## src/rtl/sd_cmd_sniffer.sv

```systemverilog
`default_nettype none
// ============================================================================
// sd_cmd_sniffer : passive SD CMD-line frame capture, CRC7 check, show-ahead FIFO
// Rev 1.0
// ============================================================================
module sd_cmd_sniffer #(
  parameter int FIFO_DEPTH = 16,
  parameter int LONG_EN    = 1,
  parameter int CRC_DROP   = 0,
  parameter int TIMEOUT    = 1024
) (
  input  logic         clk,
  input  logic         rst_n,
  input  logic         sdclk,
  input  logic         sdcmd,
  input  logic         arm_long,
  input  logic         cnt_clr,
  output logic         out_valid,
  input  logic         out_ready,
  output logic [135:0] out_frame,
  output logic         out_long,
  output logic         out_crc_ok,
  output logic [15:0]  drop_cnt,
  output logic [15:0]  err_cnt
);

  localparam int AW = $clog2(FIFO_DEPTH);
  localparam int TW = $clog2(TIMEOUT + 1);

  typedef enum logic [1:0] {IDLE = 2'd0, BODY = 2'd1, DONE = 2'd2} state_t;

  state_t         state, state_nxt;
  logic [1:0]     sclk_sync, scmd_sync;
  logic           sclk_prev;
  logic           strobe, bit_in;
  logic [135:0]   shreg;
  logic [7:0]     bit_cnt, bit_cnt_nxt, frame_len;
  logic           is_long, long_sel, arm;
  logic [6:0]     crc_s, crc_l;
  logic [TW-1:0]  to_cnt;
  logic           start_frame, shift_en, abort, frame_end;
  logic           crc_ok, push_req, push, pop, drop_inc, err_inc;
  logic [135:0]   push_data;
  logic [AW:0]    wr_ptr, rd_ptr;
  logic           empty, full;
  logic [137:0]   mem [FIFO_DEPTH];
  logic [137:0]   head;

  function automatic logic [6:0] crc7_step(input logic [6:0] c, input logic b);
    logic fb;
    fb = b ^ c[6];
    return {c[5:3], c[2] ^ fb, c[1:0], fb};
  endfunction

  always_ff @(posedge clk or negedge rst_n) begin
    if (!rst_n) begin
      sclk_sync <= 2'b00;
      scmd_sync <= 2'b11;
      sclk_prev <= 1'b0;
    end else begin
      sclk_sync <= {sclk_sync[0], sdclk};
      scmd_sync <= {scmd_sync[0], sdcmd};
      sclk_prev <= sclk_sync[1];
    end
  end

  assign strobe = sclk_sync[1] & ~sclk_prev;
  assign bit_in = scmd_sync[1];

  // Length is decided on the transmission bit (bit_cnt==1); afterwards it is held.
  assign long_sel    = (bit_cnt == 8'd1) ? ((LONG_EN != 0) && arm && !bit_in) : is_long;
  assign frame_len   = long_sel ? 8'd136 : 8'd48;
  assign bit_cnt_nxt = bit_cnt + 8'd1;

  always_ff @(posedge clk or negedge rst_n) begin
    if (!rst_n) state <= IDLE;
    else        state <= state_nxt;
  end

  always_comb begin
    state_nxt   = state;
    start_frame = 1'b0;
    shift_en    = 1'b0;
    abort       = 1'b0;
    frame_end   = 1'b0;
    case (state)
      IDLE: begin
        if (strobe && !bit_in) begin
          start_frame = 1'b1;
          state_nxt   = BODY;
        end
      end
      BODY: begin
        if (strobe) begin
          shift_en = 1'b1;
          if (bit_cnt_nxt == frame_len) state_nxt = DONE;
        end else if (to_cnt == TW'(TIMEOUT - 1)) begin
          abort     = 1'b1;
          state_nxt = IDLE;
        end
      end
      DONE: begin
        frame_end = 1'b1;
        state_nxt = IDLE;
      end
      default: state_nxt = IDLE;
    endcase
  end

  // Two running CRCs: short frames cover arrival bits 0..39, R2 covers 8..127.
  always_ff @(posedge clk or negedge rst_n) begin
    if (!rst_n) begin
      shreg   <= '0;
      bit_cnt <= '0;
      is_long <= 1'b0;
      crc_s   <= '0;
      crc_l   <= '0;
      to_cnt  <= '0;
    end else if (start_frame) begin
      shreg   <= {shreg[134:0], bit_in};
      bit_cnt <= 8'd1;
      is_long <= 1'b0;
      crc_s   <= crc7_step(7'd0, bit_in);
      crc_l   <= '0;
      to_cnt  <= '0;
    end else if (shift_en) begin
      shreg   <= {shreg[134:0], bit_in};
      bit_cnt <= bit_cnt_nxt;
      is_long <= long_sel;
      if (bit_cnt < 8'd40) crc_s <= crc7_step(crc_s, bit_in);
      if (bit_cnt >= 8'd8 && bit_cnt < 8'd128) crc_l <= crc7_step(crc_l, bit_in);
      to_cnt  <= '0;
    end else if (state == BODY) begin
      to_cnt  <= to_cnt + 1'b1;
    end
  end

  always_ff @(posedge clk or negedge rst_n) begin
    if (!rst_n)                                      arm <= 1'b0;
    else if (arm_long)                               arm <= 1'b1;
    else if (shift_en && bit_cnt == 8'd1 && !bit_in) arm <= 1'b0;
  end

  assign crc_ok    = ((is_long ? crc_l : crc_s) == shreg[7:1]);
  assign push_req  = frame_end && shreg[0] && (crc_ok || (CRC_DROP == 0));
  assign err_inc   = abort || (frame_end && (!shreg[0] || (!crc_ok && (CRC_DROP != 0))));
  assign push_data = is_long ? shreg : {88'd0, shreg[47:0]};

  assign empty    = (wr_ptr == rd_ptr);
  assign full     = (wr_ptr[AW-1:0] == rd_ptr[AW-1:0]) && (wr_ptr[AW] != rd_ptr[AW]);
  assign pop      = !empty && out_ready;
  assign push     = push_req && (!full || pop);
  assign drop_inc = push_req && full && !pop;

  always_ff @(posedge clk or negedge rst_n) begin
    if (!rst_n) begin
      wr_ptr <= '0;
      rd_ptr <= '0;
    end else begin
      if (push) wr_ptr <= wr_ptr + 1'b1;
      if (pop)  rd_ptr <= rd_ptr + 1'b1;
    end
  end

  always_ff @(posedge clk) begin
    if (push) mem[wr_ptr[AW-1:0]] <= {is_long, crc_ok, push_data};
  end

  // Outputs are gated so that an empty FIFO presents all zeros.
  assign head       = mem[rd_ptr[AW-1:0]];
  assign out_valid  = !empty;
  assign out_frame  = empty ? 136'd0 : head[135:0];
  assign out_long   = !empty && head[137];
  assign out_crc_ok = !empty && head[136];

  always_ff @(posedge clk or negedge rst_n) begin
    if (!rst_n) begin
      drop_cnt <= '0;
      err_cnt  <= '0;
    end else begin
      if (cnt_clr)                            drop_cnt <= '0;
      else if (drop_inc && drop_cnt != 16'hFFFF) drop_cnt <= drop_cnt + 16'd1;
      if (cnt_clr)                            err_cnt  <= '0;
      else if (err_inc && err_cnt != 16'hFFFF)   err_cnt  <= err_cnt + 16'd1;
    end
  end

endmodule
`default_nettype wire

```

## config.mk

```make
export PLATFORM = sky130hd
export DESIGN_NAME = sd_cmd_sniffer
export DESIGN_NICKNAME = d
export VERILOG_FILES = /design/src/rtl/sd_cmd_sniffer.sv
export SDC_FILE = /design/constraint.sdc
export NUM_CORES = 2
export LEC_CHECK = 0
export BUFFER_PORTS_ARGS = -buffer_cell sky130_fd_sc_hd__buf_2
export CORE_MARGIN = 10
export CORE_UTILIZATION = 65
export CTS_BUF_LIST = sky130_fd_sc_hd__clkbuf_8
export CTS_CLUSTER_DIAMETER = 30
export CTS_CLUSTER_SIZE = 40
export DETAILED_ROUTE_END_ITERATION = 16
export GPL_TIMING_DRIVEN = 0
export HOLD_SLACK_MARGIN = 0.03
export PLACE_DENSITY = 0.88
export SKIP_CTS_REPAIR_TIMING = 1
export SYNTH_ARGS = -nofsm -noshare
export SYNTH_HDL_FRONTEND = slang
export SYNTH_SLANG_ARGS = --single-unit
```

## constraint.sdc

```tcl
create_clock -name clk -period 37.2 [get_ports clk]
set_input_delay 3.72 -clock clk [delete_from_list [all_inputs] [get_ports clk]]
set_output_delay 3.72 -clock clk [all_outputs]
set_load 0.1 [all_outputs]
```

==> summary.md <==
| Metric | Value |
|---|---|
| Core ar. | 143000 sq um |
| CTS tree | done |
| Hold Path Cell Cnt | 0 |
| RSZ-0062 raised after global routing | no |
| HP Start | sclk_sync[0]$_DFF_PN0_ |
| Mapped Nets | ~4400 |
| Design area | ~110000 sq um |
| Area after DPL | 100000 sq um |
| Final WL | 280000 microns |
| CTS clock-pin slew for the worst setup and hold paths | 0.07 ns |
| GRT Total Usage | 0.352 |
| Cells on worst reg2reg path | 9 |
| Via Count | between 50000 and 60000 |
| Post-synth top area share | 0.708 |
| Crit start category | flip-flop |
| Post-Route Setup TNS | 0 ns |
| Hold Crit Class | reg2reg |
| PwrDens | roughly 74 nW/um^2 |
| Layout area overhead | 17.5% |
| Flop pwr share | 0.375 |
| Post-synth cell types | 54 |
| Post-synth EDFFs | roughly 2200 |
| Sw Ratio | 0.363 |
| Pwr Total | 8120 uW |
| Maximum clock rate | 109 MHz |
| Vias in the first global route | 55000 |
| Final Hold Viols | 0 |
| Status | finished, violations left |
| Total grt overflow | 0 |
| IO Port Bufs | 177 |
| Synth Cell Area | 93600 sq um |
| CP required | 33.48 ns |
| WS Path Type | reg2out |
| CTS Root Cell | clkbuf_8 |
| Routability-driven placement congestion ratio | ~0.82 |
| Total of max-cap violations | 2 |
| Minimum clock period | 9.18 ns |
| Slew HR | -0.0951 |
| DR pass1 iterations | 9 |
| DRC | 0 |
| Setup crit end kind | output port |
| Most frequent cells in the layout | edfxtp_1 (2208), mux4_2 (690), nand2_1 (459) |
| Main synth FF type | edfxtp_1 |
| Die X | ~400 microns |
| Post-synthesis async set-or-reset flop share | 0.0906 |
| Hold endpoint | sclk_sync[1]$_DFF_PN0_ |
| Fin crit share | 0.247 |
| Antenna Violating Nets Remaining | 0 |
| CP arrival | 5.46 ns |
| Largest net degree at the start of global routing | 111 |
| Final setup fails | 0 |
| Synth Warn # | 0 |
| Filler cell count | 6344 |
| #FFs+latches synth | 2428 |
| Share of post-route cells with drive strength above 1 | 0.348 |
| Die Area | 160000 sq um |
| Sequential area share after synthesis | 0.767 |
| Number of DRC markers in iteration 0 | 9168 |
| VDD IR max | approximately 0.15 mV |
| Most common cell after layout, fill and taps aside | edfxtp_1 |
| Clock Power Share | 0.354 |
| RR Endpoint | mem[1][83]$_DFFE_PP_ |
| # clock sinks | 2428 |
| CP max FO | 10 |
| Clk buf depth | 4 |
| Vias per cell | 7.16 |
| Worst-Margin Slew | between 1.5 and 2 ns |
| Clock Skew | 0.106 ns |
| I/O pin count | around 180 |
| Final slew viol count | 22 |
| Row Count | approximately 140 |
| Synth area leader | edfxtp_1 |
| Failing checks | capacitance limit, slew limit |
| Die extent in y | 400 microns |
| Area contributors post-synth | edfxtp_1 (71%), mux4_2 (17%), dfrtp_1 (5.8%), nand2_1 (1.8%), nor2b_1 (0.95%) |
| DR WL/cell | roughly 38 microns |
| Post-detail-place hpwl | 158000 microns |
| First-pass GRT wire length | 395000 microns |
| Reg2reg setup slack | 32.69 ns |
| CTS Buf Count | 422 |
| Sw Pwr | 2950 uW |
| Syn Area/Cell | approximately 21 sq um |
| Final net count | 5172 |
| Cell count after synthesis | between 4000 and 5000 |
| Leak Pwr | 0.0396 uW |
| Combinational share of power | 0.271 |
| H-tree depth | 5 |
| Initial Util | 0.653 |
| P_int | 5170 uW |
| Clock latency on the worst-skew pair | 1.10 ns |
| Initial antenna violation count | 17 |
| Worst r2r src | shreg[0]$_DFFE_PN0P_ |
-- power by group through the flow --
stage	registers, uW	logic [uW]	clock network [uW]
floorplan	3080	1560	0
global placement	3090	2100	0
detailed placement	3090	2150	0
CTS	3040	2180	2870
global route	3040	2250	2990
finish	3040	2200	2880
-- cells by family after synthesis --
group	count (synthesis)	share of synthesized area
simple gates	867	0.0439
compound gates	51	0.00327
xor+xnor	64	0.00599
mux	700	0.167
flops	2428	0.767
buf+inv	237	0.0114
fa+ha+maj	11	0.00147
-- routing by layer --
layer | part of all wire | vias up | global-route usage
met4 | 0.081 | 24 | 0.236
met3 | 0.14 | 1435 | 0.102
li1 | - | 19400 | -
met5 | 0.00057 | - | 0
met2 | 0.49 | 5664 | 0.557
met1 | 0.30 | 26600 | 0.422
-- metrics by stage --
stage	hold WS, ns	worst slack [ns]	util	std cells
after floorplan	0.331	18.19	-	4358
after global placement	0.335	0.637	0.676	6438
after detailed placement	0.347	29.48	0.699	6633
after CTS	0.352	28.20	0.768	7405
after global routing	0.361	28.07	0.768	7411
final	0.355	28.02	0.768	7417
-- registers in the layout (all words and copies together) (netlist names), 2 cells and up --
name / flops
crc_s: 7
shreg: 136
scmd_sync: 2
state: 2
to_cnt: 11
drop_cnt: 16
rd_ptr: 5
err_cnt: 16
sclk_sync: 2
wr_ptr: 5
mem: 2208
bit_cnt: 8
crc_l: 7
-- worst max-delay path, cell delays in order (launching register included) --
cell and delay [ns]:
dfrtp_1 0.36, buf_2 0.17, clkbuf_1 1.03, clkbuf_1 0.94, mux4_2 0.46, mux4_2 0.25
nor2b_1 0.59, buf_2 0.56
-- cells in the mapped netlist (all sizes together), types with 29 or more instances --
cell,count
and2,90
buf,114
clkbuf,116
dfrtp,218
edfxtp,2208
mux4,690
nand2,461
nand3,29
nor2,68
nor2b,142
xnor2,29
xor2,35
-- final cells by class --
class                   instances  area, sq um  area share
inverters                       7         26.3    0.000239
clock inverters               325         3730      0.0339
repair buffers                372         4000      0.0364
flip-flops and latches       2428        71800       0.652
clock buffers                 447         6150      0.0559
multi-input cells            1693        20900       0.190
diodes                         12         30.0    0.000273
plain buffers                 230         1050     0.00954
well taps                    1903         2380      0.0216
-- worst max-delay path by stage --
stage,startpoint,to
final,rd_ptr[1]$_DFFE_PN0P_,out_frame[3]
after global routing,rd_ptr[1]$_DFFE_PN0P_,out_frame[3]
after CTS,rd_ptr[3]$_DFFE_PN0P_,out_frame[48]
after detailed placement,rd_ptr[3]$_DFFE_PN0P_,out_frame[52]
after global placement,out_ready,mem[15][64]$_DFFE_PP_
after floorplan,out_ready,mem[15][0]$_DFFE_PP_
(Power assumes the default switching activity.)
